`config.mk`:
```
export PLATFORM = sky130hd
export DESIGN_NAME = nand_tdm_dmux
export DESIGN_NICKNAME = d
export VERILOG_FILES = /design/src/rtl/nand_tdm_dmux.sv
export SDC_FILE = /design/constraint.sdc
export NUM_CORES = 1
export LEC_CHECK = 0
export CAP_MARGIN = 20
export CORE_MARGIN = 1
export CORE_UTILIZATION = 40
export DETAILED_ROUTE_END_ITERATION = 7
export MAX_ROUTING_LAYER = met4
export RECOVER_POWER = 25
export SETUP_SLACK_MARGIN = 0.4
export SYNTH_ARGS = -nofsm -noshare
export SYNTH_HDL_FRONTEND = slang
export SYNTH_SLANG_ARGS = --single-unit
```
`constraint.sdc`:
```
create_clock -name clk -period 2.2 [get_ports clk]
set_input_delay 0.55 -clock clk [delete_from_list [all_inputs] [get_ports clk]]
set_output_delay 0.55 -clock clk [all_outputs]
set_load 0.05 [all_outputs]
```
`src/rtl/nand_tdm_dmux.sv`:
```
// nand_tdm_dmux: receive-side TDM demultiplexer.
// Recovers the frame boundary from the sync marker, steers each slot into a
// shadow lane and publishes a complete frame on out_data with a one-cycle
// out_valid pulse. A sync arriving mid-frame discards the partial frame,
// pulses frame_err and restarts capture with that sample as slot 0.
//
// Ports:
//   clk        rising-edge clock
//   rst        synchronous active-high reset
//   in_data    WIDTH-bit sample on the shared TDM bus
//   in_valid   in_data carries a slot sample this cycle
//   in_sync    marks slot 0 of a frame (qualified by in_valid)
//   out_data   last complete frame, channel k at [k*WIDTH +: WIDTH]
//   out_valid  one-cycle pulse, out_data just updated
//   frame_err  one-cycle pulse, partial frame dropped on early sync
//   slot       samples captured in the current frame (next slot index)
//
// state | meaning
// ------+-------------------------------------------------------------
// HUNT  | waiting for a sync sample; non-sync samples are dropped
// RECV  | frame in progress; slot holds the next lane to fill

module nand_tdm_dmux #(
    parameter int WIDTH    = 8,
    parameter int CHANNELS = 4,
    localparam int CW      = (CHANNELS > 1) ? $clog2(CHANNELS) : 1
) (
    input  logic                      clk,
    input  logic                      rst,
    input  logic [WIDTH-1:0]          in_data,
    input  logic                      in_valid,
    input  logic                      in_sync,
    output logic [CHANNELS*WIDTH-1:0] out_data,
    output logic                      out_valid,
    output logic                      frame_err,
    output logic [CW-1:0]             slot
);

    typedef enum logic {
        HUNT = 1'b0,
        RECV = 1'b1
    } state_t;

    localparam logic [CW-1:0] LAST = CW'(CHANNELS - 1);

    state_t                      state;
    logic [CHANNELS*WIDTH-1:0]   shadow;
    logic [CHANNELS*WIDTH-1:0]   frame_next;

    // Completed frame: captured lanes with the arriving sample in the top lane.
    always_comb begin
        frame_next = shadow;
        frame_next[(CHANNELS-1)*WIDTH +: WIDTH] = in_data;
    end

    always_ff @(posedge clk) begin
        if (rst) begin
            state     <= HUNT;
            slot      <= '0;
            shadow    <= '0;
            out_data  <= '0;
            out_valid <= 1'b0;
            frame_err <= 1'b0;
        end else begin
            out_valid <= 1'b0;
            frame_err <= 1'b0;
            if (in_valid) begin
                case (state)
                    HUNT: begin
                        if (in_sync) begin
                            shadow[0 +: WIDTH] <= in_data;
                            if (CHANNELS == 1) begin
                                // Single-lane frame completes on its sync sample.
                                out_data  <= frame_next;
                                out_valid <= 1'b1;
                                slot      <= '0;
                            end else begin
                                slot  <= CW'(1);
                                state <= RECV;
                            end
                        end
                    end
                    RECV: begin
                        if (in_sync) begin
                            // Early sync: drop partial frame, restart at slot 0.
                            frame_err          <= 1'b1;
                            shadow[0 +: WIDTH] <= in_data;
                            slot               <= CW'(1);
                        end else if (slot == LAST) begin
                            shadow[(CHANNELS-1)*WIDTH +: WIDTH] <= in_data;
                            out_data  <= frame_next;
                            out_valid <= 1'b1;
                            slot      <= '0;
                            state     <= HUNT;
                        end else begin
                            for (int k = 0; k < CHANNELS; k++) begin
                                if (slot == CW'(k))
                                    shadow[k*WIDTH +: WIDTH] <= in_data;
                            end
                            slot <= slot + CW'(1);
                        end
                    end
                    default: state <= HUNT;
                endcase
            end
        end
    end

endmodule

```
* Yosys cells after proc, flatten, opt, wreduce, memory -nomap -nowiden
Index checks and enable logic that the tools add are counted.
Storage, ports and cells: bits in registers 61, input bits 12, output and inout port bits 36, word-level logic and storage cells 41
Operators by class: $add $sub $neg 1, equality and inequality tests 6, multiplexer cells 14, bitwise operators 4, reduce and logical (&&, ||, !) cells 8
Operator list (count):
- 2-to-1 mux 8 bit | 4
- case mux 8 bit (2 select lines) | 1
- AND reduction 5 bit | 2
- AND reduction 4 bit | 2
- 2-to-1 mux 2 bit | 3
- == test 2 bit, second input constant | 2
- 2-to-1 mux 1 bit | 4
- inverter 1 bit | 4
- case mux 2 bit (2 select lines) | 1
- OR reduction 4 bit | 1
- != test 3 x 2 -> 1 bit, second input constant | 1
- != test 3 bit, second input constant | 1
- OR reduction 3 bit | 1
- adder 2 x 1 -> 2 bit, second input constant | 1
- == test 2 x 1 -> 1 bit, second input constant | 1
- logical NOT 2 bit | 1
- != test 2 bit, second input constant | 1
- case mux 1 bit (2 select lines) | 1
- AND reduction 2 bit | 1

* Depth between registers and ports, before layout
depth in word-level cells 5, mapped depth 6, depth with buffers taken out 5

* Worst setup path after synthesis
OpenSTA, ideal clock, no wires.
kind register to register, start reg slot[1], end reg shadow[16], setup time 120 ps, arrival time 1572 ps, data required time 2080 ps, path slack 507 ps, stages on the path, launching flop included 6, path buffers 1, clock period less this slack 1693 ps, cell sequence dfxtp_1 ha_1 and4bb_4 and2_4 buf_6 mux2i_1
On the way: word-level cells in the longest chain between the ends 3, elaborated cells between the ends (all ways) 4, classes of those cells eq/ne: 2; bitwise: 1; reduce/logical: 1
Ends and longest elaborated chain:
- start: declaration | line 36 | output logic [CW-1:0] slot
- start signal: assignment | line 100 | slot <= slot + CW'(1);
- == test 2 bit
- inverter 1 bit (no source line)
- AND reduction 5 bit (no source line) *
- end signal: indexed assignment | line 71 | shadow[0 +: WIDTH] <= in_data;
- end signal: indexed assignment | line 87 | shadow[0 +: WIDTH] <= in_data;
- end signal: indexed assignment | line 90 | shadow[(CHANNELS-1)*WIDTH +: WIDTH] <= in_data;
- end: declaration | line 47 | logic [CHANNELS*WIDTH-1:0] shadow;
Mark *: on every way between the ends. The rest lies on a longest branch, timed or not. A chain may end at the register's enable or synchronous reset.

* Final worst setup path
start in in_sync, end reg shadow[18]
On the way: word-level cells in the longest chain between the ends 2
Ends and longest elaborated chain:
- start: declaration | line 32 | input logic in_sync,
- inverter 1 bit (no source line)
- AND reduction 5 bit (no source line)
Every way passes these cells.

==> results.md <==
| Item | This run | Unit |
|---|---|---|
| Number of synthesized flops with an enable pin | 0 | - |
| Number of global-route vias before repair | 1673 | - |
| Startpoint kind of the worst setup timing path | input pin | - |
| Share of total power in combinational logic | 0.045 | - |
| Count of non-filler cells in the finished layout | 386 | - |
| Synthesized cell area | 2439 | µm² |
| Worst hold margin | 0.4497 | ns |
| Layout cell share with drive strength beyond 1 | 0.1093 | - |
| Maximum number of pins on one net before global-route repair | 70 | - |
| Status | finished, final reports clean | - |
| Synthesized Nets | 275 | - |
| Post-DP HPWL | 3250 | µm |
| Global-route wire length before repair | 8245 | µm |
| Antenna violations before repair | 0 | - |
| Worst Hold Path Cells | 2 | - |
| Effective utilization at floorplan | 0.4143 | - |
| Maximum clock skew at final layout | 0.008146 | ns |
| Max-Cap Viols | 0 | - |
| Top-Level Pins | 48 | - |
| Power share of the clock group | 0.490 | - |
| Std-Cell Core Area | 5886 | µm² |
| Avg Cell Area, Syn | 9.415 | µm² |
| Diode insertion count for antenna repair | 0 | - |
| Category of the worst setup path capture point | flop | - |
| Net Sw Power | 0.5072 | mW |
| CTS tree | done | - |
| Count of endpoints failing hold in the final timing report | 0 | - |
| Proportion of power drawn by flip-flops and latches | 0.464 | - |
| Internal | 1.920 | mW |
| GP Congestion | 0.7455 | - |
| Vias per std cell | 4.668 | - |
| Clock Pin Slew Worst Setup and Hold Paths | 0.07 | ns |
| Top_reg_cell synth | sky130_fd_sc_hd__dfxtp_1 | - |
| P&R area growth vs syn | 27.35 | % |
| Worst slew pin tran | 0.7418 | ns |
| Sum of negative setup slack | 0 | ns |
| Gate count after technology mapping | 259 | - |
| Buffer cell driving the clock tree root | sky130_fd_sc_hd__clkbuf_8 | - |
| Largest fanout on the critical path | 5 | - |
| Critical path start-end classification | in -> reg | - |
| Length in cells of the worst reg-to-reg path | 5 | - |
| Async set-or-reset flop fraction in the synthesized netlist | 0 | - |
| Starting DRC count in detailed routing | 85 | - |
| Shortest clock period the worst path allows after layout | 1.922 | ns |
| Number of CTS-inserted buffers | 9 | - |
| Antenna viol nets, final | 0 | - |
| Die area | 6413 | µm² |
| RSZ-0062 raised after global routing | false | - |
| Number of buffers added for setup after CTS | 0 | - |
| Headroom to the max-slew limit | 0.5022 | - |
| First-pass DRT Iterations | 4 | - |
| Worst-Skew Late Latency | 0.33 | ns |
| Startpoint of the most critical register-to-register path | slot[0] | - |
| Count of port buffers added during placement | 47 | - |
| Detailed-route via count | 1802 | - |
| Worst reg-to-reg setup slack | 0.38 | ns |
| Power density over the cells | 781.6 | nW/µm² |
| Overflow left after global routing | 0 | - |
| Switching Share | 0.2089 | - |
| Number of buffers between clock root and the deepest sink | 2 | - |
| Required time of the worst setup path | 2.45 | ns |
| Die span in y | 80.08 | µm |
| Fmax | 520.3 | MHz |
| Nets | 322 | - |
| Leakage power summed over all cells | 1.300 | nW |
| Dpl cells | 370 | - |
| Total wirelength of the detailed-routed design | 4981 | µm |
| Post-route fraction of the period consumed by the critical path | 0.8737 | - |
| Proportion of synthesized chip area in sequential cells | 0.5008 | - |
| CTS Sinks | 61 | - |
| Post-synthesis cell type count | 24 | - |
| Min-Delay Startpoint | out_data[15] | - |
| Post-layout util | 0.5276 | - |
| Residual DRC count | 0 | - |
| Filler Cell Count | 567 | - |
| Global router's overall resource usage | 0.1776 | - |
| Final Slew Violations | 0 | - |
| Warnings, synthesis | 0 | - |
| Worst Hold End | out_data[15] | - |
| Data arrival time at the worst-slack endpoint | 2.17 | ns |
| Total of flip-flops plus latches after synthesis | 61 | - |
| Hold bufs inserted after CTS | 0 | - |
| Clock H-tree levels | 3 | - |
| Largest vdd supply drop | 0.5625 | mV |
| Number of cell rows | 28 | - |
| Final setup violation count | 0 | - |
| Worst min path class | reg -> reg | - |
| Die span in x | 80.08 | µm |
| Crit Reg-Reg Endpoint | shadow[2] | - |
| Wire length per cell after detailed routing | 12.90 | µm |
[worst max path at each step]
stage	startpoint	to	slack [ns]
after global placement	in_sync	out_data[25]	0.29
after global routing	in_valid	shadow[18]	0.21
after floorplan	slot[1]	shadow[16]	0.51
after detailed placement	in_sync	out_data[27]	0.27
after CTS	slot[0]	slot[0]	0.34
final	in_sync	shadow[18]	0.28
[sequential cells by signal (all words and copies together) (netlist names)]
register / cells
shadow: 24
out_data: 32
frame_err: 1
state: 1
slot: 2
out_valid: 1
[through the flow]
stage	instance area, µm²	power, mW	setup slack, ns
3_3_place_gp	2933	1.269	0.2907
5_1_grt	3105	2.531	0.2121
3_5_place_dp	2933	1.270	0.2739
2_1_floorplan	2439	1.227	0.5075
4_1_cts	3129	2.470	0.3374
6_report	3105	2.427	0.2779
[logic make-up (layout without fill, tap and decap cells)]
kind of cell | Yosys count | after routing | synth area share
and+or+nand+nor | 111 | 111 | 0.2232
muxes | 24 | 24 | 0.09851
adders and majority gates | 4 | 4 | 0.02052
buffers and inverters | 20 | 72 | 0.05644
AOI/OAI and AO/OA | 39 | 39 | 0.1006
DFF | 61 | 61 | 0.5008
[critical path, stage by stage]
cell and delay [ns]:
sky130_fd_sc_hd__dlygate4sd3_1 0.59, sky130_fd_sc_hd__and4bb_4 0.34, sky130_fd_sc_hd__and2_0 0.42, sky130_fd_sc_hd__mux2i_1 0.26
[Yosys cell counts (4+ instances only)]
| cell type | number | area, µm² |
|---|---|---|
| sky130_fd_sc_hd__dfxtp_1 | 61 | 1221 |
| sky130_fd_sc_hd__mux2i_1 | 24 | 240.2 |
| sky130_fd_sc_hd__clkbuf_1 | 5 | 18.77 |
| sky130_fd_sc_hd__ha_1 | 4 | 50.05 |
| sky130_fd_sc_hd__buf_6 | 7 | 78.83 |
| sky130_fd_sc_hd__a21oi_2 | 9 | 78.83 |
| sky130_fd_sc_hd__nand2b_1 | 33 | 206.5 |
| sky130_fd_sc_hd__nand2_1 | 68 | 255.2 |
| sky130_fd_sc_hd__buf_2 | 5 | 25.02 |
| sky130_fd_sc_hd__a21oi_1 | 25 | 125.1 |
[final cells by class]
type / instances / area [µm²] / share of cell area
Clock buffer: 10 / 127.6 / 0.04110
Clock inverter: 6 / 111.4 / 0.03586
Inverter: 2 / 7.507 / 0.002417
Multi-Input combinational cell: 178 / 1066 / 0.3433
Sequential cell: 61 / 1221 / 0.3932
Tap cell: 75 / 93.84 / 0.03022
Timing Repair Buffer: 54 / 478.0 / 0.1539
[cell usage in the layout, fill, tap and decap left out, drive strengths merged, types with 4 or more instances in the layout]
cell type,n
clkdlybuf4s15,8
ha,4
nand2b,33
nand2,69
clkbuf,15
dfxtp,61
clkdlybuf4s50,8
mux2i,24
buf,5
dlygate4sd2,26
a21oi,34
[repair_timing]
item | 4_1_cts | 5_1_grt
resized for setup | 38 | 11
cloned | 0 | 0
endpoints found under the setup margin | 36 | 9
[power by group through the flow]
stage	logic, mW	clock network (mW)	registers [mW]
finish	0.110	1.19	1.13
global route	0.120	1.28	1.13
CTS	0.117	1.23	1.13
detailed placement	0.118	0	1.15
global placement	0.117	0	1.15
floorplan	0.0716	0	1.16
[routing by layer]
layer / share of wire / track usage
met1: 0.53 / 0.2445
met2: 0.43 / 0.2410
met3: 0.034 / 0.03750
met4: 0.0090 / 0.09643
met5: 0 / -
Power figures use the tool's default switching activity.
